`config.mk`:
```
export PLATFORM = sky130hd
export DESIGN_NAME = bsg_axil_demux
export DESIGN_NICKNAME = d
export VERILOG_FILES = /design/src/rtl/bsg_axil_demux.sv
export SDC_FILE = /design/constraint.sdc
export NUM_CORES = 1
export LEC_CHECK = 0
export ABC_AREA = 1
export CAP_MARGIN = 0
export CORE_AREA = 3 3 178 180
export DETAILED_ROUTE_END_ITERATION = 10
export DIE_AREA = 0 0 181 183
export GPL_TIMING_DRIVEN = 0
export HOLD_SLACK_MARGIN = 0.08
export SLEW_MARGIN = 25
export SYNTH_ARGS = -nofsm -noshare
export SYNTH_HDL_FRONTEND = slang
export SYNTH_SLANG_ARGS = --single-unit
```
`constraint.sdc`:
```
create_clock -name clk_i -period 1.6 [get_ports clk_i]
set_input_delay 0.32 -clock clk_i [delete_from_list [all_inputs] [get_ports clk_i]]
set_output_delay 0.32 -clock clk_i [all_outputs]
set_load 0.02 [all_outputs]
```
`src/rtl/bsg_axil_demux.sv`:
```
// bsg_axil_demux: steers one host AXI-Lite port to the m0 or m1 address window.
// Addresses outside both windows are answered locally with DECERR.
module bsg_axil_demux
  #(parameter int axil_addr_width_p = 32
  , parameter int axil_data_width_p = 32
  , parameter logic [axil_addr_width_p-1:0] m0_base_p = 32'h0000_0000
  , parameter logic [axil_addr_width_p-1:0] m0_size_p = 32'h0000_2000
  , parameter logic [axil_addr_width_p-1:0] m1_base_p = 32'h0000_2000
  , parameter logic [axil_addr_width_p-1:0] m1_size_p = 32'h0000_2000
  , parameter int axil_mosi_bus_width_lp = 2*axil_addr_width_p + axil_data_width_p + axil_data_width_p/8 + 11
  , parameter int axil_miso_bus_width_lp = axil_data_width_p + 9
  )
  (input  logic                              clk_i
  , input  logic                              reset_i
  , input  logic [axil_mosi_bus_width_lp-1:0] s_axil_bus_i
  , output logic [axil_miso_bus_width_lp-1:0] s_axil_bus_o
  , output logic [axil_mosi_bus_width_lp-1:0] m0_axil_bus_o
  , input  logic [axil_miso_bus_width_lp-1:0] m0_axil_bus_i
  , output logic [axil_mosi_bus_width_lp-1:0] m1_axil_bus_o
  , input  logic [axil_miso_bus_width_lp-1:0] m1_axil_bus_i
  );

  localparam int aw_lp = axil_addr_width_p;
  localparam int dw_lp = axil_data_width_p;

  typedef struct packed {
    logic [aw_lp-1:0]   awaddr;
    logic [2:0]         awprot;
    logic               awvalid;
    logic [dw_lp-1:0]   wdata;
    logic [dw_lp/8-1:0] wstrb;
    logic               wvalid;
    logic               bready;
    logic [aw_lp-1:0]   araddr;
    logic [2:0]         arprot;
    logic               arvalid;
    logic               rready;
  } mosi_s;

  typedef struct packed {
    logic             awready;
    logic             wready;
    logic [1:0]       bresp;
    logic             bvalid;
    logic             arready;
    logic [dw_lp-1:0] rdata;
    logic [1:0]       rresp;
    logic             rvalid;
  } miso_s;

  typedef enum logic [1:0] {W_IDLE, W_FWD, W_RESP, W_ERR} w_state_e;
  typedef enum logic [1:0] {R_IDLE, R_FWD, R_RESP, R_ERR} r_state_e;

  // The limit is one bit wider than the address so a window ending at the top never wraps.
  function automatic logic in_window(input logic [aw_lp-1:0] addr, input logic [aw_lp-1:0] base,
                                     input logic [aw_lp-1:0] size);
    logic [aw_lp:0] limit;
    limit = {1'b0, base} + {1'b0, size};
    return ({1'b0, addr} >= {1'b0, base}) && ({1'b0, addr} < limit);
  endfunction

  mosi_s s_in, w_mosi, r_mosi, m0_out, m1_out;
  miso_s m0_in, m1_in, w_s, r_s, s_out;

  assign s_in  = s_axil_bus_i;
  assign m0_in = m0_axil_bus_i;
  assign m1_in = m1_axil_bus_i;
  assign s_axil_bus_o  = s_out;
  assign m0_axil_bus_o = m0_out;
  assign m1_axil_bus_o = m1_out;

  w_state_e         w_state;
  logic [aw_lp-1:0] aw_addr_r;
  logic [2:0]       aw_prot_r;
  logic             w_sel_r, aw_done_r, w_done_r;

  r_state_e         r_state;
  logic [aw_lp-1:0] ar_addr_r;
  logic [2:0]       ar_prot_r;
  logic             r_sel_r;

  logic aw_hit0, aw_hit1, ar_hit0, ar_hit1;
  assign aw_hit0 = in_window(s_in.awaddr, m0_base_p, m0_size_p);
  assign aw_hit1 = in_window(s_in.awaddr, m1_base_p, m1_size_p);
  assign ar_hit0 = in_window(s_in.araddr, m0_base_p, m0_size_p);
  assign ar_hit1 = in_window(s_in.araddr, m1_base_p, m1_size_p);

  logic             w_sel_awready, w_sel_wready, w_sel_bvalid;
  logic [1:0]       w_sel_bresp;
  logic             r_sel_arready, r_sel_rvalid;
  logic [1:0]       r_sel_rresp;
  logic [dw_lp-1:0] r_sel_rdata;

  assign w_sel_awready = w_sel_r ? m1_in.awready : m0_in.awready;
  assign w_sel_wready  = w_sel_r ? m1_in.wready  : m0_in.wready;
  assign w_sel_bvalid  = w_sel_r ? m1_in.bvalid  : m0_in.bvalid;
  assign w_sel_bresp   = w_sel_r ? m1_in.bresp   : m0_in.bresp;
  assign r_sel_arready = r_sel_r ? m1_in.arready : m0_in.arready;
  assign r_sel_rvalid  = r_sel_r ? m1_in.rvalid  : m0_in.rvalid;
  assign r_sel_rresp   = r_sel_r ? m1_in.rresp   : m0_in.rresp;
  assign r_sel_rdata   = r_sel_r ? m1_in.rdata   : m0_in.rdata;

  logic aw_fire, w_fire, aw_done_n, w_done_n;
  assign aw_fire   = ~aw_done_r & w_sel_awready;
  assign w_fire    = s_in.wvalid & w_sel_wready & ~w_done_r;
  assign aw_done_n = aw_done_r | aw_fire;
  assign w_done_n  = w_done_r | w_fire;

  always_comb begin
    w_mosi = '0;
    w_s    = '0;
    case (w_state)
      W_IDLE: w_s.awready = 1'b1;
      W_FWD: begin
        w_mosi.awaddr  = aw_addr_r;
        w_mosi.awprot  = aw_prot_r;
        w_mosi.awvalid = ~aw_done_r;
        w_mosi.wdata   = s_in.wdata;
        w_mosi.wstrb   = s_in.wstrb;
        w_mosi.wvalid  = s_in.wvalid & ~w_done_r;
        w_s.wready     = w_sel_wready & ~w_done_r;
      end
      W_RESP: begin
        w_s.bvalid    = w_sel_bvalid;
        w_s.bresp     = w_sel_bresp;
        w_mosi.bready = s_in.bready;
      end
      W_ERR: begin
        w_s.wready = ~w_done_r;
        w_s.bvalid = w_done_r;
        w_s.bresp  = w_done_r ? 2'b11 : 2'b00;
      end
      default: ;
    endcase
  end

  always_comb begin
    r_mosi = '0;
    r_s    = '0;
    case (r_state)
      R_IDLE: r_s.arready = 1'b1;
      R_FWD: begin
        r_mosi.araddr  = ar_addr_r;
        r_mosi.arprot  = ar_prot_r;
        r_mosi.arvalid = 1'b1;
      end
      R_RESP: begin
        r_s.rvalid    = r_sel_rvalid;
        r_s.rdata     = r_sel_rdata;
        r_s.rresp     = r_sel_rresp;
        r_mosi.rready = s_in.rready;
      end
      R_ERR: begin
        r_s.rvalid = 1'b1;
        r_s.rresp  = 2'b11;
      end
      default: ;
    endcase
  end

  // Idle and error states leave w_mosi/r_mosi at zero, so masking by select gates both masters.
  always_comb begin
    m0_out = '0;
    m1_out = '0;
    s_out  = '0;
    if (!reset_i) begin
      m0_out = (w_mosi & {axil_mosi_bus_width_lp{~w_sel_r}}) | (r_mosi & {axil_mosi_bus_width_lp{~r_sel_r}});
      m1_out = (w_mosi & {axil_mosi_bus_width_lp{w_sel_r}})  | (r_mosi & {axil_mosi_bus_width_lp{r_sel_r}});
      s_out  = w_s | r_s;
    end
  end

  always_ff @(posedge clk_i) begin
    if (reset_i) begin
      w_state   <= W_IDLE;
      aw_addr_r <= '0;
      aw_prot_r <= '0;
      w_sel_r   <= 1'b0;
      aw_done_r <= 1'b0;
      w_done_r  <= 1'b0;
    end else begin
      case (w_state)
        W_IDLE: if (s_in.awvalid) begin
          aw_addr_r <= s_in.awaddr;
          aw_prot_r <= s_in.awprot;
          w_sel_r   <= ~aw_hit0;
          aw_done_r <= 1'b0;
          w_done_r  <= 1'b0;
          w_state   <= (aw_hit0 | aw_hit1) ? W_FWD : W_ERR;
        end
        W_FWD: begin
          if (aw_done_n & w_done_n) begin
            aw_done_r <= 1'b0;
            w_done_r  <= 1'b0;
            w_state   <= W_RESP;
          end else begin
            aw_done_r <= aw_done_n;
            w_done_r  <= w_done_n;
          end
        end
        W_RESP: if (s_in.bready & w_sel_bvalid) w_state <= W_IDLE;
        W_ERR: begin
          if (!w_done_r) begin
            if (s_in.wvalid) w_done_r <= 1'b1;
          end else if (s_in.bready) begin
            w_done_r <= 1'b0;
            w_state  <= W_IDLE;
          end
        end
        default: w_state <= W_IDLE;
      endcase
    end
  end

  always_ff @(posedge clk_i) begin
    if (reset_i) begin
      r_state   <= R_IDLE;
      ar_addr_r <= '0;
      ar_prot_r <= '0;
      r_sel_r   <= 1'b0;
    end else begin
      case (r_state)
        R_IDLE: if (s_in.arvalid) begin
          ar_addr_r <= s_in.araddr;
          ar_prot_r <= s_in.arprot;
          r_sel_r   <= ~ar_hit0;
          r_state   <= (ar_hit0 | ar_hit1) ? R_FWD : R_ERR;
        end
        R_FWD:  if (r_sel_arready) r_state <= R_RESP;
        R_RESP: if (s_in.rready & r_sel_rvalid) r_state <= R_IDLE;
        R_ERR:  if (s_in.rready) r_state <= R_IDLE;
        default: r_state <= R_IDLE;
      endcase
    end
  end

endmodule

```
* Yosys cells after proc, flatten, opt, wreduce, memory -nomap -nowiden *
Index checks and enable logic that the tools add are counted.

storage, ports and cells
  input port bits = 195
  word-level logic and storage cells = 111
  bits in registers = 78

cells by class
  bitwise gates (word level) = 25
  magnitude comparators = 6
  eq/ne operators = 15
  multiplexer cells = 43
  reductions and logical operators = 12

operators by type and width
  kind                    number
  $and A111 B111 Y111     2
  $and A37 B111 Y111      2
  $mux W111               2
  $or A111 B111 Y111      2
  $mux W73                1
  $ge A32 B14 Y1 const B  2
  $lt A32 B14 Y1 const B  2
  $lt A32 B15 Y1 const B  2
  $mux W32                2
  $mux W41                1
  $or A41 B36 Y41         1
  $mux W36                1
  $mux W2                 14
  $ne A2 B2 Y1 const B    9
  $pmux W2 S4             2
  $mux W1                 15
  $pmux W3 S2             2
  $and A1 B1 Y1           8
  $eq A2 B2 Y1 const B    4
  $reduce_and A2 Y1       4
  $not A1 Y1              6
  $reduce_and A5 Y1       1
  $eq A2 B1 Y1 const B    2
  $logic_not A2 Y1        2
  other kinds (7)         12

* Logic depth before layout (Yosys ltp) *
  depth after elaboration = 7
  depth in mapped cells = 9
  gate-level depth less buffers = 9

* Worst setup path before layout *
No wires, ideal clock.

  path kind = register to output
  start point = register r_state[0]
  end point = output m1_axil_bus_o[10]
  path buffers = 1
  cell stages (with the launch flop) = 8
  data arrival time = 1.439 ns
  setup slack = -0.159 ns
  path through = dfxtp_1 inv_2 nor2_2 inv_2 nor3_4 inv_2 buf_6 nor2_1

on the way
  word-level cells in the longest chain between the ends = 5

RTL lines
  element                   line  RTL
  start: declaration        77    r_state_e r_state;
  start signal: assignment  227   r_state <= (ar_hit0 | ar_hit1) ? R_FWD : R_ERR;
  $eq A2 B1 Y1              140   case (r_state)
  $mux W36                  140
  $and A37 B111 Y111        168   m1_out = (w_mosi & {axil_mosi_bus_width_lp{w_sel_r}}) | (r_mosi & {axil_mosi_bus_width_lp{r_sel_r}});
  $or A111 B111 Y111        168
  $mux W111                 166   if (!reset_i) begin
  end: declaration          19    , output logic [axil_mosi_bus_width_lp-1:0] m1_axil_bus_o

No other way between the ends.

* Worst setup path after layout *
  start point = register w_state[0]
  end point = output m0_axil_bus_o[73]

on the way
  word-level cells in the longest chain between the ends = 5

RTL lines
  element                   line  RTL
  start: declaration        72    w_state_e w_state;
  start signal: assignment  189   w_state <= (aw_hit0 | aw_hit1) ? W_FWD : W_ERR;
  $eq A2 B1 Y1              112   case (w_state)
  $mux W73                  112
  $and A111 B111 Y111       167   m0_out = (w_mosi & {axil_mosi_bus_width_lp{~w_sel_r}}) | (r_mosi & {axil_mosi_bus_width_lp{~r_sel_r}});
  $or A111 B111 Y111        167
  $mux W111                 166
  end: declaration          17    , output logic [axil_mosi_bus_width_lp-1:0] m0_axil_bus_o

No other way between the ends.

==> impl_metrics.xml <==
<?xml version="1.0" encoding="UTF-8"?>
<metrics>
  <group name="finish">
    <metric name="post_layout_net_count" unit="">1651</metric>
    <metric name="syn2layout_area_growth" unit="%">197</metric>
    <metric name="layout-drive-gt1-share" unit="%">53.9</metric>
    <metric name="post_layout_nonfiller_instances" unit="">1858</metric>
    <metric name="mostFrequentLayoutCell" unit="">buf_6</metric>
    <metric name="layout.filler_cells" unit="">2672</metric>
    <metric name="final_cell_mix" unit="">271 x buf_6, 193 x clkdlybuf4s50_1, 178 x nor2_4, 107 x nor2_1, 92 x nand2_1</metric>
    <metric name="final_core_util" unit="%">49.1</metric>
  </group>
  <group name="clock_tree">
    <metric name="tritoncts_buffers" unit="">9</metric>
    <metric name="cts-htree-levels" unit="">3</metric>
    <metric name="clockRootBuffer" unit="">clkbuf_16</metric>
    <metric name="cts_tree" unit="">done</metric>
    <metric name="clk_latency" unit="ns">0.34</metric>
    <metric name="clockBufferDepth" unit="">2</metric>
    <metric name="cts.reportedPaths.clkPinSlew" unit="ns">0.06</metric>
    <metric name="cts.sink_count" unit="">78</metric>
  </group>
  <group name="critical_path">
    <metric name="arrival_worst_endpoint" unit="ns">1.79</metric>
    <metric name="crit_path_max_fanout" unit="">5</metric>
    <metric name="worst_ep_required_time" unit="ns">1.28</metric>
    <metric name="timing.setup.critical_path_class" unit="">reg2out</metric>
    <metric name="setup.worst_path.end_class" unit="">primary output</metric>
    <metric name="worstSetupStartpointType" unit="">register</metric>
  </group>
  <group name="synth">
    <metric name="synth_top_area_share" unit="%">31.2</metric>
    <metric name="sequential_element_share_of_the_synthesized_area" unit="%">31.2</metric>
    <metric name="synthesis.instances" unit="">889</metric>
    <metric name="syn-num-nets" unit="">1084</metric>
    <metric name="synth_area_leaders" unit="">dfxtp_1 31%, nor2_1 23%, nand2_1 13%, a21oi_1 8.2%, o21ai_0 6.4%</metric>
    <metric name="post_synth.cell_area_avg" unit="µm²">5.64</metric>
    <metric name="ys_seq_elements" unit="">78</metric>
    <metric name="yosys.area.top_type" unit="">dfxtp_1</metric>
    <metric name="post_synth_instance_area" unit="mm²">0.00501</metric>
    <metric name="synth_cell_types" unit="">26</metric>
    <metric name="synthesis.yosys.warnings" unit="">0</metric>
  </group>
  <group name="sta">
    <metric name="timing_worst_slew_pin_value" unit="ns">0.689</metric>
    <metric name="rsz0062_at_grt" unit="">true</metric>
    <metric name="final.setup_skew" unit="ns">0.00795</metric>
    <metric name="hold-worst-slack" unit="ns">0.353</metric>
    <metric name="fmax" unit="GHz">0.474</metric>
    <metric name="timing_max_transition_violations_final" unit="">0</metric>
    <metric name="period_share" unit="%">132</metric>
    <metric name="layout_setup_ws" unit="ns">-0.511</metric>
    <metric name="timing.final.hold_violations" unit="">0</metric>
    <metric name="finalWorstPathRequiredPeriod" unit="ns">2.11</metric>
    <metric name="max_slew_margin" unit="%">54.1</metric>
    <metric name="setup_violation_total_in_the_final_timing_report" unit="">266</metric>
  </group>
  <group name="placed_design">
    <metric name="dp_hpwl" unit="mm">25.5</metric>
    <metric name="place.detailed.instances" unit="">1741</metric>
    <metric name="buffer_ports.inserted" unit="">456</metric>
    <metric name="pre_cts_ws" unit="ns">-0.933</metric>
    <metric name="gp_congestion" unit="">0.872</metric>
  </group>
  <group name="detailed_routing">
    <metric name="drt_wl_total" unit="mm">35.0</metric>
    <metric name="drt-initial-drc-count" unit="">260</metric>
    <metric name="drt_drc_violations_left" unit="">0</metric>
    <metric name="detailroute.via_count" unit="">8094</metric>
    <metric name="post_drt_via_cell_ratio" unit="">4.36</metric>
    <metric name="post_drt_wl_per_cell" unit="µm">18.8</metric>
    <metric name="route.antenna.remaining_nets" unit="">0</metric>
    <metric name="firstDrtPassIters" unit="">5</metric>
  </group>
  <group name="global_route">
    <metric name="grt_overflow" unit="">0</metric>
    <metric name="grt_first_pass_wirelength" unit="mm">47.7</metric>
    <metric name="grt_max_degree" unit="">16</metric>
    <metric name="met1_usage" unit="%">19.7</metric>
    <metric name="groute.layer.met3.usage" unit="%">3.75</metric>
    <metric name="groute.usage.overall" unit="%">18.5</metric>
    <metric name="global_route.peak_usage_layer" unit="">met2</metric>
    <metric name="grt_antenna_before_repair" unit="">1</metric>
    <metric name="grt_pass1_vias" unit="">8231</metric>
    <metric name="grt.met2_usage" unit="%">36.0</metric>
  </group>
  <group name="outcome">
    <metric name="run_status" unit="">finished with violations</metric>
    <metric name="violated_checks" unit="">setup timing</metric>
  </group>
  <group name="floorplanning">
    <metric name="placementRows" unit="">64</metric>
    <metric name="top_ports" unit="">458</metric>
    <metric name="chipHeight" unit="µm">183</metric>
    <metric name="die_width" unit="µm">181</metric>
    <metric name="fp.dieArea" unit="mm²">0.0331</metric>
    <metric name="start_util" unit="%">16.5</metric>
    <metric name="core_area" unit="mm²">0.0303</metric>
  </group>
  <group name="power_and_ir_drop">
    <metric name="power_leakage" unit="nW">5.81</metric>
    <metric name="power_density" unit="mW/mm²">947</metric>
    <metric name="vdd_ir_drop_max" unit="mV">0.418</metric>
    <metric name="post-layout-total-power" unit="mW">14.1</metric>
  </group>
  <group name="min_path">
    <metric name="hold_path.class" unit="">in2reg</metric>
  </group>
  <group name="run">
    <metric name="max_cap_viol_count" unit="">0</metric>
  </group>
</metrics>
==> synth_stat cells (all sizes together) <==
cell type	count
o21a	2
nand2	177
a31oi	1
buf	47
a211oi	1
o21ai	72
dfxtp	78
a21oi	82
clkbuf	18
or2	1
nand4	6
nand3	13
nor2	312
nor3	6
and2	2
o2111ai	1
o211ai	2
inv	68
==> power by group <==
group / switching [mW] / total, mW / internal, mW
clock network: 0.941 / 2.17 / 1.23
logic: 4.98 / 9.03 / 4.05
registers: 0.437 / 2.90 / 2.46
total: 6.36 / 14.1 / 7.74
==> kinds of logic after synthesis <==
family                 share of synthesized area (%)
DFF                                             31.2
and+or+nand+nor                                 40.3
buffers and inverters                           12.1
AOI/OAI and AO/OA                               16.4
==> worst max-delay path, cell delays in order (launching register included) <==
cell,delay [ns]
dfxtp_4,0.35
inv_2,0.05
nor2_4,0.17
buf_12,0.16
buf_12,0.13
buf_16,0.12
buf_8,0.11
nand2_4,0.05
nor2_1,0.14
buf_4,0.17
==> routing by layer <==
| layer | wire [µm] | share of wire [%] |
|---|---|---|
| met5 | 0 | 0 |
| met1 | 12400 | 35 |
| met3 | 2080 | 5.9 |
| met2 | 19400 | 55 |
| met4 | 1090 | 3.1 |
==> repair_timing <==
action	in CTS	in global routing
setup endpoints to repair	265	302
hold buffers	0	0
resized for setup	1916	436
pin swaps	72	90
cloned	13	0
buffers inserted	73	30
==> metrics by stage <==
step | setup TNS (ns) | cell area [µm²]
after floorplan | -2.94 | 5200
after global placement | -185.28 | 10300
after detailed placement | -189.64 | 10300
after CTS | -92.63 | 13000
after global routing | -106.20 | 14900
final | -82.88 | 14900
==> worst paths after layout <==
kind | slack, ns | end | cells past startpoint | start
worst max-delay path | -0.51 | m0_axil_bus_o[73] | 9 | w_state[0]
worst min-delay path | 0.35 | aw_addr_r[13] | 2 | reset_i
worst max register to register | -0.14 | aw_addr_r[26] | 7 | w_state[1]
worst min register to register | 0.50 | aw_done_r | 2 | aw_done_r
==> final cells by class <==
cell class / instances / area, µm² / share of cell area, %
diodes: 1 / 2.50 / 0.0168
plain buffers: 60 / 644 / 4.33
clock buffers: 9 / 225 / 1.51
clock inverters: 7 / 78.8 / 0.529
inverters: 68 / 278 / 1.87
multi-input cells: 678 / 5500 / 36.9
flip-flops and latches: 78 / 1580 / 10.6
well taps: 396 / 495 / 3.33
repair buffers: 561 / 6080 / 40.8
==> sequential cells by signal, indices dropped and copies added, names as in the netlist <==
signal / count
w_done_r: 1
aw_prot_r: 3
aw_addr_r: 32
w_sel_r: 1
r_sel_r: 1
aw_done_r: 1
w_state: 2
ar_addr_r: 32
r_state: 2
ar_prot_r: 3
No activity file was read; power rests on OpenSTA's default activity.
==> RTL change (config.mk and constraints unchanged) <==
`axil_data_width_p`: 32 -> 48.
--- a/src/rtl/bsg_axil_demux.sv
+++ b/src/rtl/bsg_axil_demux.sv
@@ -3,5 +3,5 @@
 module bsg_axil_demux
   #(parameter int axil_addr_width_p = 32
-  , parameter int axil_data_width_p = 32
+  , parameter int axil_data_width_p = 48
   , parameter logic [axil_addr_width_p-1:0] m0_base_p = 32'h0000_0000
   , parameter logic [axil_addr_width_p-1:0] m0_size_p = 32'h0000_2000
Interface: changed (6 resized); port bits go from 458 to 560. The function was not compared with the original's and may differ.
==> RTL change against the original RTL <==
The run still ends with negative setup slack left. Via count is 14% higher. Largest power group unchanged. Highest routed layer is now met5. Routed wire length is 18% higher. Sequential cell count stayed put. Cell count is 9.7% higher. Area after synthesis is 8.5% higher. First-iteration DRC count is 35% higher. Power is 15% lower. Core utilization is 3.1 points higher. Worst setup slack better by 0.043 ns. Final area is 6.4% higher.
==> RTL change: results (changes against the original RTL) <==
[metrics] Pwr Density: 761 mW/mm^2 (-20%)
[metrics] Seq. pwr: 2.65 mW (-8.6%)
[metrics] maximum VDD drop: 0.487 mV (+16%)
[metrics] status: finished, violations left
[metrics] Final Hold Slack: 0.488 ns (+0.135 ns)
[metrics] leakage power: 6.17 nW (+6.3%)
[metrics] Resized cells post-CTS: 1,420 (-26%)
[metrics] Yosys cell types: 24 (-7.7%)
[metrics] violations in the final reports: negative setup slack
[metrics] CP Max Fanout: 7 (+2)
[metrics] router iterations before antenna repair: 4 (-1)
[metrics] Post-CTS Setup Bufs: 15 (-79%)
[metrics] initial antenna violation count: 10 (+9)
[metrics] portion of total power attributed to combinational logic: 58.5% (-5.5 points)
[metrics] total routed wirelength: 41,400 microns (+18%)
[metrics] final critical-path setup slack: -0.468 ns (+0.0434 ns)
[metrics] internal portion of total power: 6.71 mW (-13%)
[metrics] first-pass GRT wire length: 52,500 microns (+10%)
[metrics] start of the worst register-to-register path: r_sel_r
[metrics] slew at the pin with the worst max-slew slack: 0.556 ns (-0.133 ns)
[metrics] dpl hpwl: 31,200 microns (+23%)
[metrics] fraction of final layout cells sized beyond drive strength 1: 49.0% (-4.9 points)
[metrics] overall fraction of global-route tracks in use: 20.9% (+2.4 points)
[metrics] setup-violating endpoint count in the final report: 316 (+19%)
[metrics] Register-to-Register Setup Slack: -0.02 ns (+0.12 ns)
[metrics] CP max stage delay: 0.37 ns (+0.02 ns)
[metrics] via count of the first global-routing pass: 8,479 (+3.0%)
-- RTL change: cell count changes in the layout (fill, tap and decap cells not counted), sizes merged, moves of 4 or more --
cell | before | now
inv | 71 | 67
a21oi | 82 | 96
dlygate4sd2 | 0 | 5
buf | 410 | 406
nand2 | 177 | 230
diode | 1 | 6
clkdlybuf4s50 | 193 | 243
nor2 | 312 | 358
clkbuf | 27 | 45
-- RTL change: worst min-delay path by stage --
stage,cells after the start,endpoint
final,2,aw_done_r
after global routing,2,aw_addr_r[23]
after CTS,2,aw_done_r
after detailed placement,2,aw_addr_r[26]
after global placement,2,aw_prot_r[1]
after floorplan,2,aw_addr_r[20]
-- RTL change: per-layer routing --
metal / vias to the layer above / GRT usage (%) / part of all wire (%) / wire (microns)
met5: - / 0 / 0.15 / 63
met4: 8 / 6.03 / 3.4 / 1390
met3: 74 / 6.29 / 6.9 / 2840
met2: 408 / 39.2 / 54 / 22200
met1: 4306 / 22.7 / 36 / 14900
li1: 4394 / - / - / -
-- RTL change: final cells by class --
| class | instances | area (sq um) | area share, % |
|---|---|---|---|
| tap | 396 | 495 | 3.13 |
| multi-input combinational | 786 | 6070 | 38.3 |
| clock inverter | 6 | 92.6 | 0.585 |
| inverter | 66 | 273 | 1.72 |
| antenna | 6 | 15.0 | 0.0948 |
| timing repair buffer | 616 | 6220 | 39.3 |
| clock buffer | 10 | 239 | 1.51 |
| sequential | 78 | 1580 | 9.97 |
| buffer | 75 | 858 | 5.42 |
-- RTL change: per-stage QoR --
step | cell area [sq um] | util (%) | instances
6_report | 15800 | 52.2 | 2039
5_1_grt | 15800 | 52.2 | 2039
4_1_cts | 11800 | 38.9 | 1997
3_5_place_dp | 11900 | 39.2 | 1962
3_3_place_gp | 11900 | 39.2 | 1962
2_1_floorplan | 5810 | - | 1007
